<file path="src/rtl/ps2_mouse_ctrl.sv">
// ---------------------------------------------------------------------------
// ps2_mouse_ctrl
//
// Host-side sequencer for a PS/2 mouse. It sits between a byte-level PS/2
// transceiver and user logic. After reset it runs the mouse power-up
// dialogue:
//   send 0xFF, expect ACK 0xFA, expect self-test pass 0xAA, expect ID 0x00,
//   send 0xF4, expect ACK 0xFA.
// It then enters stream mode and assembles 3-byte movement packets. A
// timeout, NAK or receive error during init restarts the dialogue, up to
// MAX_RETRY times. After that the block parks in a sticky fail state.
//
// Ports
//   CLK50MHZ   in   system clock, all logic on the rising edge
//   RST        in   synchronous active-high reset
//   tx_data    out  command byte for the transceiver
//   tx_req     out  one-cycle send request, tx_data valid in the same cycle
//   tx_busy    in   transceiver busy, no request is raised while high
//   tx_done    in   frame acknowledged by the device (not needed here)
//   rx_data    in   received byte
//   rx_valid   in   one-cycle strobe for rx_data
//   rx_err     in   one-cycle strobe for a parity/framing error
//   buttons    out  {middle, right, left}
//   dx, dy     out  9-bit two's complement movement
//   pkt_valid  out  one-cycle strobe, buttons/dx/dy were just updated
//   ready      out  high while in stream mode
//   fail       out  sticky, retries exhausted
//   state_dbg  out  current state encoding for LEDs
// ---------------------------------------------------------------------------
module ps2_mouse_ctrl #(
  parameter int unsigned ACK_TIMEOUT = 1000000,
  parameter int unsigned BAT_TIMEOUT = 50000000,
  parameter int unsigned PKT_TIMEOUT = 100000,
  parameter int unsigned MAX_RETRY   = 3
) (
  input  logic       CLK50MHZ,
  input  logic       RST,
  output logic [7:0] tx_data,
  output logic       tx_req,
  input  logic       tx_busy,
  input  logic       tx_done,
  input  logic [7:0] rx_data,
  input  logic       rx_valid,
  input  logic       rx_err,
  output logic [2:0] buttons,
  output logic [8:0] dx,
  output logic [8:0] dy,
  output logic       pkt_valid,
  output logic       ready,
  output logic       fail,
  output logic [3:0] state_dbg
);

  typedef enum logic [3:0] {
    ST_SEND_RST = 4'd0,
    ST_ACK_RST  = 4'd1,
    ST_WAIT_BAT = 4'd2,
    ST_WAIT_ID  = 4'd3,
    ST_SEND_EN  = 4'd4,
    ST_ACK_EN   = 4'd5,
    ST_PKT0     = 4'd6,
    ST_PKT1     = 4'd7,
    ST_PKT2     = 4'd8,
    ST_RETRY    = 4'd9,
    ST_FAIL     = 4'd10
  } state_e;

  localparam logic [7:0] MAX_RETRY_W = 8'(MAX_RETRY);

  state_e      state_q;
  logic [31:0] timer_q;
  logic        half_q;
  logic [7:0]  retry_q;
  logic        cand_q;
  logic [7:0]  b0_q;
  logic [7:0]  b1_q;
  logic [7:0]  tx_data_q;
  logic        tx_req_q;
  logic [2:0]  buttons_q;
  logic [8:0]  dx_q;
  logic [8:0]  dy_q;
  logic        pkt_valid_q;
  logic        ready_q;
  logic        fail_q;

  logic [31:0] timer_lim;
  logic        timed_out;
  logic [8:0]  dx_d;
  logic [8:0]  dy_d;
  logic        tx_done_unused;

  // Completion of a frame is implied by the answer byte, so tx_done carries
  // no information the sequencer needs.
  assign tx_done_unused = tx_done;

  // Each waiting state has its own patience. States that do not wait on the
  // mouse get a zero limit, which also keeps the timer parked at zero there.
  always_comb begin
    timer_lim = '0;
    case (state_q)
      ST_ACK_RST, ST_ACK_EN:   timer_lim = ACK_TIMEOUT;
      ST_WAIT_BAT, ST_WAIT_ID: timer_lim = BAT_TIMEOUT;
      ST_PKT1, ST_PKT2:        timer_lim = PKT_TIMEOUT;
      default:                 timer_lim = '0;
    endcase
  end

  assign timed_out = (timer_q >= timer_lim);

  // Movement decode for the byte completing a packet. The X/Y overflow flags
  // replace the value with the full-scale value of the reported sign, so an
  // overflowed motion never reads as a small number in the wrong direction.
  always_comb begin
    dx_d = {b0_q[4], b1_q};
    dy_d = {b0_q[5], rx_data};
    if (b0_q[6]) begin
      dx_d = b0_q[4] ? 9'h100 : 9'h0FF;
    end
    if (b0_q[7]) begin
      dy_d = b0_q[5] ? 9'h100 : 9'h0FF;
    end
  end

  // Main sequencer. Every transition clears the timer and its half-rate
  // phase so each state starts counting from zero. A received byte is
  // examined before the timeout, so a byte arriving on the timeout cycle is
  // still honoured.
  always_ff @(posedge CLK50MHZ) begin
    if (RST) begin
      state_q     <= ST_SEND_RST;
      timer_q     <= '0;
      half_q      <= 1'b0;
      retry_q     <= '0;
      cand_q      <= 1'b0;
      b0_q        <= '0;
      b1_q        <= '0;
      tx_data_q   <= '0;
      tx_req_q    <= 1'b0;
      buttons_q   <= '0;
      dx_q        <= '0;
      dy_q        <= '0;
      pkt_valid_q <= 1'b0;
      ready_q     <= 1'b0;
      fail_q      <= 1'b0;
    end else begin
      tx_req_q    <= 1'b0;
      pkt_valid_q <= 1'b0;

      if (rx_valid) begin
        timer_q <= '0;
        half_q  <= 1'b0;
      end else begin
        half_q <= ~half_q;
        if (half_q && (timer_q < timer_lim)) begin
          timer_q <= timer_q + 32'd1;
        end
      end

      case (state_q)
        ST_SEND_RST: begin
          if (!tx_busy) begin
            tx_data_q <= 8'hFF;
            tx_req_q  <= 1'b1;
            state_q   <= ST_ACK_RST;
            timer_q   <= '0;
            half_q    <= 1'b0;
          end
        end

        ST_ACK_RST: begin
          if (rx_valid) begin
            state_q <= (rx_data == 8'hFA) ? ST_WAIT_BAT : ST_RETRY;
          end else if (rx_err || timed_out) begin
            state_q <= ST_RETRY;
            timer_q <= '0;
            half_q  <= 1'b0;
          end
        end

        ST_WAIT_BAT: begin
          if (rx_valid) begin
            state_q <= (rx_data == 8'hAA) ? ST_WAIT_ID : ST_RETRY;
          end else if (rx_err || timed_out) begin
            state_q <= ST_RETRY;
            timer_q <= '0;
            half_q  <= 1'b0;
          end
        end

        ST_WAIT_ID: begin
          if (rx_valid) begin
            state_q <= (rx_data == 8'h00) ? ST_SEND_EN : ST_RETRY;
          end else if (rx_err || timed_out) begin
            state_q <= ST_RETRY;
            timer_q <= '0;
            half_q  <= 1'b0;
          end
        end

        ST_SEND_EN: begin
          if (!tx_busy) begin
            tx_data_q <= 8'hF4;
            tx_req_q  <= 1'b1;
            state_q   <= ST_ACK_EN;
            timer_q   <= '0;
            half_q    <= 1'b0;
          end
        end

        ST_ACK_EN: begin
          if (rx_valid) begin
            if (rx_data == 8'hFA) begin
              state_q <= ST_PKT0;
              ready_q <= 1'b1;
            end else begin
              state_q <= ST_RETRY;
            end
          end else if (rx_err || timed_out) begin
            state_q <= ST_RETRY;
            timer_q <= '0;
            half_q  <= 1'b0;
          end
        end

        // Only a byte with the sync bit set can start a packet. 0xAA also
        // qualifies, so it is remembered as a possible hot-plug announcement.
        ST_PKT0: begin
          if (rx_valid && rx_data[3]) begin
            b0_q    <= rx_data;
            cand_q  <= (rx_data == 8'hAA);
            state_q <= ST_PKT1;
          end
        end

        ST_PKT1: begin
          if (rx_valid) begin
            if (cand_q && (rx_data == 8'h00)) begin
              ready_q <= 1'b0;
              state_q <= ST_SEND_EN;
            end else begin
              b1_q    <= rx_data;
              state_q <= ST_PKT2;
            end
          end else if (rx_err || timed_out) begin
            state_q <= ST_PKT0;
            timer_q <= '0;
            half_q  <= 1'b0;
          end
        end

        ST_PKT2: begin
          if (rx_valid) begin
            buttons_q   <= b0_q[2:0];
            dx_q        <= dx_d;
            dy_q        <= dy_d;
            pkt_valid_q <= 1'b1;
            state_q     <= ST_PKT0;
          end else if (rx_err || timed_out) begin
            state_q <= ST_PKT0;
            timer_q <= '0;
            half_q  <= 1'b0;
          end
        end

        ST_RETRY: begin
          ready_q <= 1'b0;
          timer_q <= '0;
          half_q  <= 1'b0;
          if (retry_q < MAX_RETRY_W) begin
            retry_q <= retry_q + 8'd1;
            state_q <= ST_SEND_RST;
          end else begin
            fail_q  <= 1'b1;
            state_q <= ST_FAIL;
          end
        end

        ST_FAIL: begin
          fail_q <= 1'b1;
        end

        default: begin
          state_q <= ST_SEND_RST;
          timer_q <= '0;
          half_q  <= 1'b0;
        end
      endcase
    end
  end

  assign tx_data   = tx_data_q;
  assign tx_req    = tx_req_q;
  assign buttons   = buttons_q;
  assign dx        = dx_q;
  assign dy        = dy_q;
  assign pkt_valid = pkt_valid_q;
  assign ready     = ready_q;
  assign fail      = fail_q;
  assign state_dbg = state_q;

endmodule

</file>
<file path="config.mk">
export PLATFORM = sky130hd
export DESIGN_NAME = ps2_mouse_ctrl
export DESIGN_NICKNAME = d
export VERILOG_FILES = /design/src/rtl/ps2_mouse_ctrl.sv
export SDC_FILE = /design/constraint.sdc
export NUM_CORES = 1
export LEC_CHECK = 0
export CAP_MARGIN = 40
export CELL_PAD_IN_SITES_DETAIL_PLACEMENT = 0
export CELL_PAD_IN_SITES_GLOBAL_PLACEMENT = 1
export CORE_MARGIN = 3
export CORE_UTILIZATION = 42
export DETAILED_ROUTE_END_ITERATION = 6
export GPL_TIMING_DRIVEN = 0
export PLACE_DENSITY = 0.79
export RECOVER_POWER = 25
export SETUP_SLACK_MARGIN = 0.2
export SLEW_MARGIN = 10
export SYNTH_ARGS = -nofsm -noshare
export SYNTH_HDL_FRONTEND = slang
export SYNTH_SLANG_ARGS = --single-unit
</file>
<file path="constraint.sdc">
create_clock -name CLK50MHZ -period 4.2 [get_ports CLK50MHZ]
set_input_delay 0.42 -clock CLK50MHZ [delete_from_list [all_inputs] [get_ports CLK50MHZ]]
set_output_delay 0.42 -clock CLK50MHZ [all_outputs]
set_load 0.05 [all_outputs]
</file>
-- Word-level counts from Yosys, hierarchy flattened
Cells that the tools add are included.
- register bits after elaboration: 95
- bits in latches: 0
- memory bits (writable): 0
- input port bits: 14
- output and inout port bits: 37
- word-level logic and storage cells: 116
- ROM bits: 0
- memories kept: 0
- magnitude comparators: 3
- multiplexer cells: 46
- reductions and logical operators: 25
- add/subtract/negate cells: 2
- shift-type cells: 0
- multiply operators: 0
- divide/modulo/power cells: 0
- equality and inequality tests: 20
- bitwise gates (word level): 5
- operators by type and width (cell ; count):
    2-to-1 mux 32 bit ; 5
    case mux 32 bit (3 select lines) ; 1
    case mux 26 bit (3 select lines) ; 1
    2-to-1 mux 4 bit ; 17
    case mux 4 bit (11 select lines) ; 1
    2-to-1 mux 9 bit ; 4
    adder 32 x 1 -> 32 bit (second input constant) ; 1
    >= comparator 32 bit ; 1
    less-than comparator 32 bit ; 1
    equality test 4 x 3 -> 1 bit (second input constant) ; 4
    equality test 8 bit (second input constant) ; 2
    2-to-1 mux 8 bit ; 2
    != test 2 bit (second input constant) ; 8
    case mux 8 bit (2 select lines) ; 1
    OR reduction 2 bit ; 7
    equality test 4 bit (second input constant) ; 3
    2-to-1 mux 1 bit ; 11
    adder 8 x 1 -> 8 bit (second input constant) ; 1
    equality test 4 x 2 -> 1 bit (second input constant) ; 2
    logical NOT 8 bit ; 1
    less-than comparator 8 x 2 -> 1 bit (second input constant) ; 1
    AND reduction 2 bit ; 4
    case mux 1 bit (3 select lines) ; 2
    AND reduction 3 bit ; 2
    11 further kinds ; 18

-- Logic depth before layout (Yosys ltp)
Gate-level depths: netlist of run 1.
- depth after elaboration: 10
- mapped depth: 14
- mapped depth without buffers: 12

-- Worst setup path before layout of run 1
No wires, ideal clock.
- path kind: flip-flop to flip-flop
- from: register state_q[2] (netlist: state_dbg[2])
- to: register timer_q[26]
- clock period less this slack: 3661 ps
- path slack: 539 ps
- path buffers: 1
- data arrival time: 3582 ps
- library setup time: 79 ps
- stages on the path, launching flop included: 14
- data required time: 4121 ps
- cell sequence: dfxtp_1 -> clkbuf_1 -> nor3b_1 -> nor2b_1 -> nor2_1 -> inv_1 -> nor2_1 -> ha_1 -> a21oi_1 -> o21ai_0 -> o311ai_2 -> nand3_4 -> or4_1 -> a211oi_2
- longest elaborated chain between the ends: 10
- elaborated cells on any way between the ends: 27
- classes of those cells: order compare: 2; eq/ne: 9; mux: 7; reduce/logical: 9
- RTL lines (element ; RTL line ; RTL):
    start: declaration ; 70 ; state_e state_q;
    start signal: assignment ; 172 ; state_q <= (rx_data == 8'hFA) ? ST_WAIT_BAT : ST_RETRY;
    start signal: assignment ; 182 ; state_q <= (rx_data == 8'hAA) ? ST_WAIT_ID : ST_RETRY;
    start signal: assignment ; 192 ; state_q <= (rx_data == 8'h00) ? ST_SEND_EN : ST_RETRY;
    equality test 4 bit (tied with other cells) ; 100, 159 ;
    OR reduction 2 bit ; 100 ; case (state_q)
    case mux 26 bit (3 select lines) ; 100 ;
    less-than comparator 32 bit ; 154 ; if (half_q && (timer_q < timer_lim)) begin
    logical AND 1 bit ; 154 ;
    2-to-1 mux 32 bit ; 154 ;
    2-to-1 mux 32 bit ; 149 ; if (rx_valid) begin
    2-to-1 mux 32 bit ; -- ;
    2-to-1 mux 32 bit ; 211 ; if (rx_valid) begin
    case mux 32 bit (3 select lines) * ; 159 ; case (state_q)
    end signal: assignment ; 155 ; timer_q <= timer_q + 32'd1;
    end: declaration ; 71 ; logic [31:0] timer_q;
Mark *: on every way between the ends. The rest lies on a longest branch, timed or not.
A chain may end at the register's enable or synchronous reset.

-- Worst setup path after layout of run 1
- from: register state_q[2] (netlist: state_dbg[2])
- to: register timer_q[25]
Same word-level chain as after synthesis.

==> results_dict.tcl, run 1 <==
set metrics [dict create \
    period_needed_ns 3.73 \
    numClockSinks 88 \
    core_sq_um 10400 \
    async_reset_ff_share_pct 0 \
    critical_path_class "flip-flop to flip-flop" \
    via_count 4117 \
    port_buffers 48 \
    worst_pin_slew_ns 0.666 \
    die_area_sq_um 12000 \
    cts_buffer_depth 2 \
    powerDensity_nw_per_um2 366 \
    fillCellCount 1005 \
    totalWireLength_mm 11.9 \
    maxCapViolCount 0 \
    die_h_um 109 \
    overflow 0 \
    rrSetupSlack_ns 0.47 \
    cpMaxStageDelayCell "a311oi_1" \
    min_path_type "flip-flop to flip-flop" \
    drt_first_iter_violations 238 \
    dp_hpwl_mm 8.92 \
    yosys-top-cells-area "dfxtp_1 (39%), ha_1 (5.9%), nor2_1 (4.3%)" \
    grt_setup_unrepaired "true" \
    regArea_sq_um 1760 \
    cp-start-kind "flip-flop" \
    synth_edf_count 0 \
    postPlaceCellArea_sq_um 5160 \
    crit_chain "clkbuf_2 -> nor3b_2 -> nor2b_1 -> nor2_1 -> inv_1 -> nor2_1 -> ha_1 -> and4b_1 -> nand3_1 -> a311oi_1 -> o311ai_4 -> a31oi_2 -> clkbuf_2 -> nor3_1" \
    cts.htree.levels 3 \
    syn_avg_cell_area_sq_um 8.55 \
    yosysUniqueCellTypes 52 \
    crit_path_max_fanout 10 \
    io_pins 51 \
    synth-seq-cells 88 \
    clock_latency_ns 0.36 \
    grt_pass1_wl_mm 19.9 \
    first_pass_iters 5 \
    final_util_pct 52.6 \
    yosys.area.top_type "dfxtp_1" \
    vdd.ir_drop.worst_mv 0.177 \
    layout-drive-gt1-share_pct 7.73 \
    cp_slowest_stage_delay_ns 0.46 \
    outcome "complete, no violations" \
    finalPower_w 0.00200 \
    fin_nets 625 \
    fin_skew_ns 0.0143 \
    gp_congestion 0.861 \
    viasPerCell 5.63 \
    fmax_ghz 0.268 \
    crit_required_ns 4.43 \
    drc 0 \
    syn-num-nets 560 \
    grt_max_degree 18 \
    ant_nets 0 \
    syn-cell-area_sq_um 4490 \
    synth_top_area_share_pct 39.2 \
    cp.arrival_ns 3.95 \
    worst_hold_slack_ns 0.452 \
    synth-seq-area-share_pct 39.2 \
    finalMaxSlewViolations 0 \
    grt_pass1_vias 3974 \
    hold_buffers 0 \
    max_slew_margin_pct 55.3 \
    floorplan.initialDensity_pct 43.3 \
    grt_use_total_pct 21.0 \
    cts_made_buffers 9 \
    cts-root-buf "clkbuf_8" \
    cellLeakagePower_nw 1.98 \
    stdcell_area_sq_um 5460 \
    multi_input_area_sq_um 2550 \
    antenna_cells 0 \
    rows 37 \
    hold_viol 0 \
    min_period_over_period_pct 88.7 \
    area_delta_synth_final_pct 21.5 \
    syn-instance-count 525 \
    antenna_found_initial 0 \
    finalSetupViolations 0 \
    ys.warnings.count 0 \
    cts_tree "built" \
    synth_flop_cell "dfxtp_1" \
    clk_pin_slew_ns 0.10 \
    routedWlPerCell_um 16.3 \
    dieWidth_um 109 \
    end_kind "flip-flop" \
]
power by group:
group	switching (W)	internal, W
clock network	0.000339	0.000346
logic	0.000306	0.000148
registers	0.0000132	0.000847
total	0.000658	0.00134
flip-flops by register name, summed over array words and instances (netlist names), 2 cells and up:
name	flops
dx	9
state_dbg	4
timer_q	32
dy	9
b1_q	8
b0_q	7
buttons	3
retry_q	8
tx_data	2
final timing paths:
check               start     endpoint  depth (start not counted)
max          state_dbg[2]  timer_q[25]                         14
min                 dy[7]        dy[7]                          2
max reg2reg  state_dbg[2]  timer_q[25]                         14
min reg2reg         dy[7]        dy[7]                          2
timing repair:
action / in CTS / in global routing
resized for setup: 5 / 9
pin swaps: 0 / 3
buffers inserted: 0 / 4
setup endpoints to repair: 37 / 37
per-layer routing:
layer	up-vias	part of all wire, %	track usage [%]
met5	-	0	0
met3	11	5.3	3.76
li1	2041	-	-
met1	1950	49	30.2
met4	0	0.99	5.97
met2	115	45	32.1
area by class of cell:
class / instances / area share, %
timing repair buffer: 54 / 9.63
clock buffer: 9 / 2.27
multi-input combinational: 387 / 46.8
tap: 136 / 3.12
clock inverter: 7 / 1.90
buffer: 36 / 3.00
inverter: 14 / 0.963
sequential: 88 / 32.3
cells in the final DEF, fill, tap and decap left out, types with 15 or more instances in the layout:
cell type	Yosys	layout
nand2_1	48	48
nor3_1	27	27
nor2_1	51	51
a21oi_1	35	35
nand3_1	17	17
nand4_1	21	21
xor2_1	15	15
mux2i_1	17	17
ha_1	21	21
clkbuf_1	27	23
dlygate4sd3_1	0	21
dfxtp_1	88	88
clkdlybuf4s50_1	0	27
o211ai_1	16	16
synthesized netlist by cell type (all sizes together), types with 6 or more instances:
master,instances
a31oi,6
nand3,18
nor3,27
nand2,48
buf,9
nand4,21
nor3b,7
clkbuf,27
a21oi,35
dfxtp,88
nor2b,12
nor2,51
and3,9
o21ai,12
xor2,15
o211ai,17
and2,6
mux2i,17
ha,21
inv,14
a211oi,15
per-stage QoR:
| stage | instances | setup TNS (ns) | setup WS [ns] |
|---|---|---|---|
| after floorplan | 525 | 0 | 0.539 |
| after CTS | 727 | 0 | 0.257 |
| after global placement | 709 | -0.294 | -0.0383 |
| after detailed placement | 711 | -1.36 | -0.108 |
| after global routing | 731 | 0 | 0.200 |
| final | 731 | 0 | 0.473 |
logic make-up (layout without fill, tap and decap cells):
kind of cell,count (synthesis),count (layout),share of synthesized area (%)
xor gates and xnor gates,18,18,3.51
and+or+nand+nor,226,226,26.3
buffers and inverters,50,120,4.68
muxes,17,17,3.79
AOI/OAI and AO/OA,105,105,16.6
adders and majority gates,21,21,5.85
DFF,88,88,39.2
critical path, delay by kind of cell, from the launching register on:
| kind | cells | cell delay [ns] |
|---|---|---|
| buffers and inverters | 3 | 0.67 |
| and+or+nand+nor | 7 | 1.25 |
| AOI/OAI and AO/OA | 3 | 1.02 |
| adders and majority gates | 1 | 0.32 |
| DFF | 1 | 0.33 |
(Power assumes the default switching activity.)
==> run 2, diff against run 1 <==
--- a/config.mk
+++ b/config.mk
@@ -11,7 +11,6 @@
 export CORE_MARGIN = 3
 export CORE_UTILIZATION = 42
 export DETAILED_ROUTE_END_ITERATION = 6
-export GPL_TIMING_DRIVEN = 0
 export PLACE_DENSITY = 0.79
 export RECOVER_POWER = 25
 export SETUP_SLACK_MARGIN = 0.2
==> results_dict.tcl, run 2 (synthesis results as in run 1) <==
set metrics [dict create \
    powerDensity_nw_per_um2 350 \
    fin_skew_ns 0.00777 \
    final_util_pct 50.8 \
    finalSetupViolations 0 \
    cts_made_buffers 9 \
    crit_top_cell "a211oi_1" \
    grt_pass1_wl_mm 18.6 \
    via_count 4023 \
    layout-drive-gt1-share_pct 7.23 \
    final_cell_mix "dfxtp_1 (87), nor2_1 (51), nand2_1 (48)" \
    totalWireLength_mm 11.3 \
    period_needed_ns 3.75 \
    drc 0 \
    crit_required_ns 4.47 \
    clk_pin_slew_ns 0.09 \
    dp_hpwl_mm 8.00 \
    min_path_type "flip-flop to flip-flop" \
    die_area_sq_um 12000 \
    cellLeakagePower_nw 1.89 \
    rows 37 \
    grt_setup_unrepaired "false" \
    cts-root-buf "clkbuf_8" \
    grt_pass1_vias 3808 \
    viasPerCell 5.72 \
    end_kind "flip-flop" \
    first_pass_iters 4 \
    violations "capacitance limit, slew limit" \
    cts.htree.levels 3 \
    max_slew_margin_pct -32.5 \
    antenna_cells 0 \
    area_delta_synth_final_pct 17.4 \
    cts_setup_buffers 0 \
    hold_buffers 0 \
    die_h_um 109 \
    core_sq_um 10400 \
    cp_slowest_stage_delay_ns 0.57 \
    vdd.ir_drop.worst_mv 0.157 \
    routedWlPerCell_um 16.0 \
    finalSetupTns_ns 0 \
    cp-start-kind "flip-flop" \
    critical-path-top-delay-family "simple AND/OR/NAND/NOR gates" \
    maxCapViolCount 1 \
    final_common_cell "dfxtp_1" \
    grt_use_total_pct 19.5 \
    largest_reg_flops 32 \
    post_cts_resized 0 \
    worst_pin_slew_ns 1.99 \
    numClockSinks 88 \
    io_pins 51 \
    grt_max_degree 48 \
    crit_chain "nand2b_1 -> nor2_1 -> inv_1 -> ha_1 -> a211oi_1 -> o211ai_2 -> a2111oi_4 -> nand3_4 -> or4_1 -> a211oi_1" \
    finalMaxSlewViolations 48 \
    clock_latency_ns 0.36 \
    ant_nets 0 \
    gp_congestion 0.827 \
    overflow 0 \
    port_buffers 49 \
    outcome "finished, violations left" \
    cts_buffer_depth 2 \
    worstPathBufferInverterCount 1 \
    min_period_over_period_pct 89.2 \
    antenna_found_initial 0 \
    cp.arrival_ns 4.02 \
    dieWidth_um 109 \
    floorplan.initialDensity_pct 43.3 \
    worst_hold_slack_ns 0.451 \
    crit_path_max_fanout 19 \
    fmax_ghz 0.267 \
    cpMaxStageDelayCell "or4_1" \
    hold_viol 0 \
    fin_nets 597 \
    cts_tree "built" \
    drt_first_iter_violations 225 \
    critical_path_class "flip-flop to flip-flop" \
    largest_register "timer_q" \
]
run 2: path summary, 6_finish.rpt:
check,start,endpoint,slack (ns),depth (start not counted)
worst min-delay path,dx[5],dx[5],0.45,2
worst max register to register,state_dbg[1],timer_q[9],0.45,10
worst max-delay path,state_dbg[1],timer_q[9],0.45,10
worst min register to register,dx[5],dx[5],0.45,2
run 2: tightest hold or removal path: stages (launching register included):
cell     delay [ns]
dfxtp_1        0.32
nand2_1        0.05
a21oi_1        0.05
run 2: final cells by class:
class | instances | area (sq um)
fill | 997 | 5100
sequential | 88 | 1760
multi-input combinational | 387 | 2530
clock buffer | 10 | 138
tap | 136 | 170
inverter | 14 | 52.6
timing repair buffer | 62 | 572
clock inverter | 6 | 48.8
run 2: power breakdown:
group          switching, W  total [W]  internal [W]
registers         0.0000149   0.000862      0.000847
logic              0.000283   0.000412      0.000128
clock network      0.000330   0.000570      0.000240
run 2: stage by stage:
step                worst slack (ns)  cell area, sq um  total power (W)  cells
finish                         0.454              5270          0.00184    703
global route                   0.228              5270          0.00193    703
CTS                            0.384              5290          0.00187    703
detailed placement             0.412              5100          0.00130    687
global placement               0.527              5080          0.00129    685
floorplan                      0.539              4490          0.00117    525
run 2: metal layers:
metal / part of all wire [%] / track usage (%) / wire length, um / vias up
met5: 0 / 0 / 0 / -
met4: 1.0 / 5.79 / 114 / 0
met3: 4.9 / 3.17 / 556 / 16
met2: 46 / 31.5 / 5180 / 102
met1: 48 / 26.7 / 5420 / 1914
li1: - / - / - / 1991
